[config.mk]
export PLATFORM = sky130hd
export DESIGN_NAME = page_walk_ctrl_flat
export DESIGN_NICKNAME = d
export VERILOG_FILES = /design/src/rtl/page_walk_ctrl_if.sv /design/src/rtl/page_walk_ctrl.sv /design/src/flat_wrapper.sv
export SDC_FILE = /design/constraint.sdc
export NUM_CORES = 1
export LEC_CHECK = 0
export BUFFER_PORTS_ARGS = -buffer_cell sky130_fd_sc_hd__buf_2
export CAP_MARGIN = 20
export CELL_PAD_IN_SITES_DETAIL_PLACEMENT = 1
export CELL_PAD_IN_SITES_GLOBAL_PLACEMENT = 2
export CORE_ASPECT_RATIO = 1.75
export CORE_MARGIN = 2
export CORE_UTILIZATION = 35
export DETAILED_ROUTE_END_ITERATION = 6
export GPL_TIMING_DRIVEN = 0
export PLACE_DENSITY = 0.83
export SYNTH_ARGS = -nofsm -noshare
export SYNTH_HDL_FRONTEND = slang
export SYNTH_SLANG_ARGS = --single-unit
[constraint.sdc]
create_clock -name clk -period 2.3 [get_ports clk]
set_input_delay 0.575 -clock clk [delete_from_list [all_inputs] [get_ports clk]]
set_output_delay 0.575 -clock clk [all_outputs]
set_load 0.02 [all_outputs]
[src/rtl/page_walk_ctrl_if.sv]
// CPU-side and memory-side request/acknowledge bus of the paging controller.
// Latency: none; plain wires.
// Backpressure: req is held until ack on both sides.
interface page_walk_ctrl_if #(
  parameter int DW = 16,
  parameter int AW = 13
);
  logic          cpu_req;
  logic          cpu_we;
  logic [DW-1:0] cpu_vaddr;
  logic [DW-1:0] cpu_wdata;
  logic          cpu_ack;
  logic [DW-1:0] cpu_rdata;
  logic          cpu_fault;
  logic          mem_req;
  logic          mem_we;
  logic [AW-1:0] mem_addr;
  logic [DW-1:0] mem_wdata;
  logic [DW-1:0] mem_rdata;
  logic          mem_ack;

  // Controller view: serves the CPU, drives the memory port.
  modport slave (
    input  cpu_req, cpu_we, cpu_vaddr, cpu_wdata,
    output cpu_ack, cpu_rdata, cpu_fault,
    output mem_req, mem_we, mem_addr, mem_wdata,
    input  mem_rdata, mem_ack
  );

  // Environment view: CPU plus memory model.
  modport master (
    output cpu_req, cpu_we, cpu_vaddr, cpu_wdata,
    input  cpu_ack, cpu_rdata, cpu_fault,
    input  mem_req, mem_we, mem_addr, mem_wdata,
    output mem_rdata, mem_ack
  );
endinterface

[src/rtl/page_walk_ctrl.sv]
// Sequences CPU data accesses through BPR + 4-entry direct-mapped PTE cache.
// Latency (zero-wait mem): hit/unpaged ack @2, miss @3, hit fault @1, miss fault @2.
// Backpressure: cpu_req held until cpu_ack; mem_req held (stable) until mem_ack.
module page_walk_ctrl #(
  parameter int DW    = 16,
  parameter int AW    = 13,
  parameter int VPN_W = 2,
  parameter int OFF_W = 4,
  parameter int PPN_W = 4
) (
  input  logic          clk,
  input  logic          rst,
  input  logic          pg_en,
  input  logic          bpr_load,
  input  logic [DW-1:0] bpr_in,
  output logic          busy,
  page_walk_ctrl_if.slave bus
);
  localparam int NENT = 1 << VPN_W;

  typedef enum logic [1:0] {IDLE, WALK, ACCESS, RESP} state_t;

  state_t          r_state, w_next;
  logic [DW-1:0]   r_bpr;
  logic [NENT-1:0] r_valid;
  logic [DW-1:0]   r_cache [NENT];
  logic            r_we, r_paged, r_fault, r_pg_prev, r_walk_flushed;
  logic [DW-1:0]   r_vaddr, r_wdata, r_pte, r_rdata;
  logic [AW-1:0]   r_walk_addr;

  logic [VPN_W-1:0] w_vpn_in, w_vpn_lat;
  logic [DW-1:0]    w_hit_pte;
  logic             w_hit, w_flush, w_fill, w_walk_done;
  logic             w_unused;

  // PTE[0] = present, PTE[1] = writable.
  function automatic logic f_fault(input logic [1:0] flags, input logic we);
    return !flags[0] || (we && !flags[1]);
  endfunction

  assign w_vpn_in    = bus.cpu_vaddr[OFF_W+VPN_W-1:OFF_W];
  assign w_vpn_lat   = r_vaddr[OFF_W+VPN_W-1:OFF_W];
  assign w_hit_pte   = r_cache[w_vpn_in];
  assign w_hit       = r_valid[w_vpn_in];
  assign w_flush     = bpr_load || (pg_en != r_pg_prev);
  assign w_walk_done = (r_state == WALK) && bus.mem_ack;
  // A walk that saw a flush since it was launched must not repopulate the cache.
  assign w_fill      = w_walk_done && bus.mem_rdata[0] && !r_walk_flushed && !w_flush;
  assign w_unused    = &{1'b0, bus.cpu_vaddr[DW-1:AW], r_vaddr[DW-1:AW],
                         r_bpr[DW-1:AW-VPN_W], r_pte[DW-1:PPN_W+2], r_pte[1:0]};

  // State register.
  always_ff @(posedge clk or negedge rst) begin
    if (!rst) r_state <= IDLE;
    else      r_state <= w_next;
  end

  // Next-state decode.
  always_comb begin
    w_next = r_state;
    case (r_state)
      IDLE: if (bus.cpu_req) begin
        if (!pg_en)     w_next = ACCESS;
        else if (w_hit) w_next = f_fault(w_hit_pte[1:0], bus.cpu_we) ? RESP : ACCESS;
        else            w_next = WALK;
      end
      WALK:    if (bus.mem_ack) w_next = f_fault(bus.mem_rdata[1:0], r_we) ? RESP : ACCESS;
      ACCESS:  if (bus.mem_ack) w_next = RESP;
      default: w_next = IDLE;
    endcase
  end

  // Request capture, PTE latch and read-data register.
  always_ff @(posedge clk or negedge rst) begin
    if (!rst) begin
      r_we        <= 1'b0;
      r_paged     <= 1'b0;
      r_fault     <= 1'b0;
      r_vaddr     <= '0;
      r_wdata     <= '0;
      r_pte       <= '0;
      r_rdata     <= '0;
      r_walk_addr <= '0;
    end else begin
      if (r_state == IDLE && bus.cpu_req) begin
        r_we        <= bus.cpu_we;
        r_vaddr     <= bus.cpu_vaddr;
        r_wdata     <= bus.cpu_wdata;
        r_paged     <= pg_en;
        r_pte       <= w_hit_pte;
        r_fault     <= pg_en && w_hit && f_fault(w_hit_pte[1:0], bus.cpu_we);
        // Table base is frozen here so a later bpr_load cannot move an issued walk.
        r_walk_addr <= {r_bpr[AW-VPN_W-1:0], w_vpn_in};
      end
      if (w_walk_done) begin
        r_pte   <= bus.mem_rdata;
        r_fault <= f_fault(bus.mem_rdata[1:0], r_we);
      end
      if (r_state == ACCESS && bus.mem_ack && !r_we) r_rdata <= bus.mem_rdata;
    end
  end

  // BPR, cache contents and flush tracking.
  always_ff @(posedge clk or negedge rst) begin
    if (!rst) begin
      r_bpr          <= '0;
      r_valid        <= '0;
      r_pg_prev      <= 1'b0;
      r_walk_flushed <= 1'b0;
      for (int i = 0; i < NENT; i++) r_cache[i] <= '0;
    end else begin
      r_pg_prev <= pg_en;
      if (bpr_load) r_bpr <= bpr_in;
      r_walk_flushed <= (r_state == IDLE) ? w_flush : (r_walk_flushed || w_flush);
      if (w_flush) r_valid <= '0;
      else if (w_fill) r_valid[w_vpn_lat] <= 1'b1;
      if (w_fill) r_cache[w_vpn_lat] <= bus.mem_rdata;
    end
  end

  // Outputs decoded from state so reset clears them asynchronously.
  always_comb begin
    bus.mem_req   = 1'b0;
    bus.mem_we    = 1'b0;
    bus.mem_addr  = '0;
    bus.mem_wdata = '0;
    bus.cpu_ack   = 1'b0;
    bus.cpu_fault = 1'b0;
    bus.cpu_rdata = r_rdata;
    busy          = (r_state != IDLE);
    case (r_state)
      WALK: begin
        bus.mem_req  = 1'b1;
        bus.mem_addr = r_walk_addr;
      end
      ACCESS: begin
        bus.mem_req   = 1'b1;
        bus.mem_we    = r_we;
        bus.mem_wdata = r_wdata;
        bus.mem_addr  = r_paged ?
          {{(AW-PPN_W-OFF_W){1'b0}}, r_pte[PPN_W+1:2], r_vaddr[OFF_W-1:0]} :
          r_vaddr[AW-1:0];
      end
      RESP: begin
        bus.cpu_ack   = 1'b1;
        bus.cpu_fault = r_fault;
      end
      default: ;
    endcase
  end
endmodule

[src/flat_wrapper.sv]
// flat-port wrapper written by rule: the top's interface ports become plain ports
module page_walk_ctrl_flat 
#(
  parameter int DW    = 16,
  parameter int AW    = 13,
  parameter int VPN_W = 2,
  parameter int OFF_W = 4,
  parameter int PPN_W = 4
)
  (clk, rst, pg_en, bpr_load, bpr_in, busy, bus_cpu_req, bus_cpu_we, bus_cpu_vaddr, bus_cpu_wdata, bus_cpu_ack, bus_cpu_rdata, bus_cpu_fault, bus_mem_req, bus_mem_we, bus_mem_addr, bus_mem_wdata, bus_mem_rdata, bus_mem_ack);
  page_walk_ctrl_if #(.DW(DW), .AW(AW)) bus_i ();
  input  logic clk;
  input  logic rst;
  input  logic pg_en;
  input  logic bpr_load;
  input  logic [DW-1:0] bpr_in;
  output logic busy;
  input wire logic [$bits(bus_i.cpu_req)-1:0] bus_cpu_req;
  input wire logic [$bits(bus_i.cpu_we)-1:0] bus_cpu_we;
  input wire logic [$bits(bus_i.cpu_vaddr)-1:0] bus_cpu_vaddr;
  input wire logic [$bits(bus_i.cpu_wdata)-1:0] bus_cpu_wdata;
  output wire logic [$bits(bus_i.cpu_ack)-1:0] bus_cpu_ack;
  output wire logic [$bits(bus_i.cpu_rdata)-1:0] bus_cpu_rdata;
  output wire logic [$bits(bus_i.cpu_fault)-1:0] bus_cpu_fault;
  output wire logic [$bits(bus_i.mem_req)-1:0] bus_mem_req;
  output wire logic [$bits(bus_i.mem_we)-1:0] bus_mem_we;
  output wire logic [$bits(bus_i.mem_addr)-1:0] bus_mem_addr;
  output wire logic [$bits(bus_i.mem_wdata)-1:0] bus_mem_wdata;
  input wire logic [$bits(bus_i.mem_rdata)-1:0] bus_mem_rdata;
  input wire logic [$bits(bus_i.mem_ack)-1:0] bus_mem_ack;
  assign bus_i.cpu_req = bus_cpu_req;
  assign bus_i.cpu_we = bus_cpu_we;
  assign bus_i.cpu_vaddr = bus_cpu_vaddr;
  assign bus_i.cpu_wdata = bus_cpu_wdata;
  assign bus_cpu_ack = bus_i.cpu_ack;
  assign bus_cpu_rdata = bus_i.cpu_rdata;
  assign bus_cpu_fault = bus_i.cpu_fault;
  assign bus_mem_req = bus_i.mem_req;
  assign bus_mem_we = bus_i.mem_we;
  assign bus_mem_addr = bus_i.mem_addr;
  assign bus_mem_wdata = bus_i.mem_wdata;
  assign bus_i.mem_rdata = bus_mem_rdata;
  assign bus_i.mem_ack = bus_mem_ack;
  page_walk_ctrl #(.DW(DW), .AW(AW), .VPN_W(VPN_W), .OFF_W(OFF_W), .PPN_W(PPN_W)) u_core (.clk(clk), .rst(rst), .pg_en(pg_en), .bpr_load(bpr_load), .bpr_in(bpr_in), .busy(busy), .bus(bus_i));
endmodule
==> metrics.md <==
| Metric | Value |
|---|---|
| Syn nets | `~420` |
| Initial antenna violation count | `0` |
| Post-route DRC | `0` |
| Clock latency on the worst-skew pair | `between 0.3 and 0.4 ns` |
| GRT overflow | `0` |
| CTS root buf | `clkbuf_16` |
| Pwr dens | `1269 nW/um^2` |
| Arrival @ worst endpoint | `1.66 ns` |
| Crit Path Class | `reg2out` |
| Max clock buf depth | `2` |
| Mapped Avg Cell Area | `between 10 and 15 um^2` |
| Critical-path maximum fanout | `7` |
| DR iter-0 viols | `81` |
| Pins Over Slew Limit | `0` |
| Final Net Count | `546` |
| Post-CTS Hold Fix Bufs | `0` |
| Most instantiated cells after synthesis | `dfrtp_1 (106), mux2_1 (70), and2_1 (23)` |
| PortBufs | `between 100 and 150` |
| Finished Layout Cells | `about 650` |
| Antenna Nets Post-Route | `0` |
| Wire length per cell | `roughly 18 um` |
| Num CTS Buffers | `9` |
| Synth Flop Type | `dfrtp_1` |
| Dpl cells | `~630` |
| Synth top area share | `56.67%` |
| Highest Clock Rate | `between 0.4 and 0.5 GHz` |
| Ant. Diodes | `0` |
| Die area | `14350 um^2` |
| Vias in the first global route | `between 3k and 4k` |
| Ranking of synthesized cells by area | `dfrtp_1 (57%), mux2_1 (17%), mux2_2 (4.1%)` |
| Crit path capture type | `primary output` |
| Initial Util | `a little over a third` |
| Ports | `121` |
| Period utilization | `between 90% and 100%` |
| Clk sinks | `approximately 110` |
| Final Hold Vio Count | `0` |
| Global-route wire length before repair | `~19 mm` |
| Dpl hpwl | `between 8 and 9 mm` |
| Fillcell total | `roughly 1.4k` |
| Netlist cell types | `40` |
| Routability cong. | `between 0.7 and 0.8` |
| Status | `finished, final reports clean` |
| Most frequent cell after synthesis | `dfrtp_1` |
| Asr flop ratio synth | `100.0%` |
| Worst Tran Pin Value | `about 0.7 ns` |
| Pre-antenna DRT Iters | `4` |
| Via density | `4.907` |
| RSZ-0062 raised after global routing | `yes` |
| Worst Hold Class | `in2async` |
| Final core utilization | `between 40% and 50%` |
| Share of cells above drive strength 1 | `around two fifths` |
| Clk_skew | `about 0.0057 ns` |
| WL final | `about 12 mm` |
| Core area | `13010 um^2` |
| Worst hold slack | `0.2529 ns` |
| Setup crit start kind | `flop` |
| Cells after synthesis | `roughly 340` |
| Synth warn | `0` |
| Placement Rows | `55` |
| Area leader, netlist | `dfrtp_1` |
| Worst vdd rail ir drop | `0.0004788 V` |
| Clk pin slew, worst setup/hold paths | `about 0.07 ns` |
| CTS HTree Levels | `3` |
| Vias | `between 3k and 4k` |
| Post-synthesis cell area | `4681 um^2` |
| Min Tclk post-route | `about 2.2 ns` |
| Max_cap viols | `0` |
| Lkg Pwr | `slightly below 3 nW` |
| Post-synthesis register bit count | `106` |
| Post-synth EDFFs | `0` |
| Die width | `91.42 um` |
| Die H | `approximately 160 um` |
| TritonCTS clock tree | `done` |
| Area Overhead vs Synth | `28.58%` |
| Largest net degree at the start of global routing | `between 50 and 60` |
| GRT Overall Usage | `between 15 and 20%` |
| Critical path required time | `roughly 1.7 ns` |
| Seq/Total Area, Yosys | `between 50% and 60%` |
| Final number of setup-violating endpoints | `0` |
| Rel. slew slack | `53.40%` |
worst paths after layout:
kind / start / end / slack, ns / cells past startpoint
setup / recovery: u_core.r_state[0] / bus_mem_addr[5] / 0.07 / 6
hold / removal: rst / u_core.bus.cpu_rdata[15] / 0.25 / 1
setup reg to reg: u_core.r_state[1] / u_core.bus.cpu_rdata[9] / 0.21 / 6
hold reg to reg: u_core.r_cache[16] / u_core.r_cache[16] / 0.47 / 1
max in group asynchronous: rst / u_core.r_cache[50] / 1.30 / 2
min in group clk: pg_en / u_core.r_pg_prev / 0.41 / 1
cells in the final DEF (no fill, tap or decap), types with 2 or more instances in the layout:
| cell type | Yosys | final |
|---|---|---|
| buf_2 | 9 | 107 |
| dfrtp_1 | 106 | 106 |
| mux2_1 | 70 | 70 |
| and2_1 | 23 | 22 |
| mux2_2 | 17 | 17 |
| buf_4 | 1 | 12 |
| nand2_1 | 10 | 10 |
| clkbuf_16 | 0 | 10 |
| buf_6 | 1 | 9 |
| nor2b_1 | 13 | 8 |
| mux2i_1 | 8 | 8 |
| a21oi_1 | 7 | 7 |
| nor2_1 | 7 | 6 |
| a22oi_2 | 0 | 5 |
| nand2b_1 | 5 | 5 |
| or2_1 | 5 | 5 |
| nor2b_4 | 0 | 4 |
| a22oi_1 | 9 | 4 |
| a21o_1 | 4 | 4 |
| mux4_1 | 4 | 4 |
| inv_1 | 6 | 3 |
| o21ai_1 | 1 | 3 |
| o21ai_0 | 5 | 3 |
| ha_4 | 0 | 3 |
| buf_8 | 0 | 2 |
| inv_2 | 0 | 2 |
| and4b_1 | 2 | 2 |
| clkbuf_1 | 7 | 2 |
| o221ai_1 | 2 | 2 |
| nand3b_1 | 2 | 2 |
| clkinv_4 | 0 | 2 |
| clkinv_2 | 0 | 2 |
| clkinvlp_4 | 0 | 2 |
report_power, final:
| part | leakage (nW) | total [mW] | switching [mW] | internal (mW) |
|---|---|---|---|---|
| registers | 1.31 | 2.89 | 0.389 | 2.50 |
| logic | 1.50 | 3.29 | 1.71 | 1.58 |
| clock network | 0.134 | 1.45 | 0.690 | 0.764 |
| total | 2.95 | 7.64 | 2.79 | 4.85 |
area by class of cell:
cell class	count	area [um^2]	area share [%]
clock buffer	10	239.0	3.971
tap	171	214.0	3.555
buffer	18	117.6	1.954
timing repair buffer	118	708.2	11.77
sequential	106	2653	44.07
inverter	6	27.53	0.4574
multi-input combinational	212	2017	33.51
clock inverter	6	42.54	0.7069
per-layer routing:
metal / up-vias / part of all wire [%] / routed length [um] / global-route usage (%)
met5: - / 0 / 0 / 0
met4: 0 / 1.5 / 177 / 5.916
met3: 12 / 3.4 / 400 / 3.351
met2: 68 / 59 / 6804 / 33.40
met1: 1634 / 36 / 4217 / 18.46
li1: 1461 / - / - / -
worst max-delay path, cell delays in order (launching register included):
cell and delay (ns):
dfrtp_1 0.37, inv_2 0.06, buf_6 0.12, ha_4 0.33, clkbuf_16 0.16, and2_1 0.14
buf_6 0.12
flip-flops by register name (all words and copies together) (netlist names), 4 cells and up:
name,count
u_core.r_vaddr,11
u_core.r_valid,4
u_core.r_walk_addr,13
u_core.bus.cpu_rdata,16
u_core.r_pte,4
u_core.r_wdata,16
u_core.r_bpr,11
u_core.r_cache,24
cells by family after synthesis:
logic type                 count (synthesis)  synth area share (%)
AOI/OAI and AO/OA                         35                 5.025
DFF                                      106                 56.67
xor gates and xnor gates                   1                0.1871
and+or+nand+nor                           72                 9.196
muxes                                    100                 25.37
adders and majority gates                  4                 1.069
buffers and inverters                     25                 2.486
repair_timing:
action                                  CTS  global route
buffers inserted                          6             0
gates cloned                              0             1
resized for setup                        26            36
pin swaps                                 3             6
endpoints found under the setup margin   30            12
stage by stage:
step	setup slack (ns)	area, um^2	setup TNS, ns	total power [mW]
floorplan	0.2853	4681	0	4.632
global placement	-0.5224	5445	-55.01	5.499
detailed placement	-0.2049	5475	-1.469	5.649
CTS	0.01150	5891	0	7.411
global route	-0.05638	6018	-0.1162	8.142
finish	0.06566	6018	0	7.639
No activity file was read; power rests on OpenSTA's default activity.
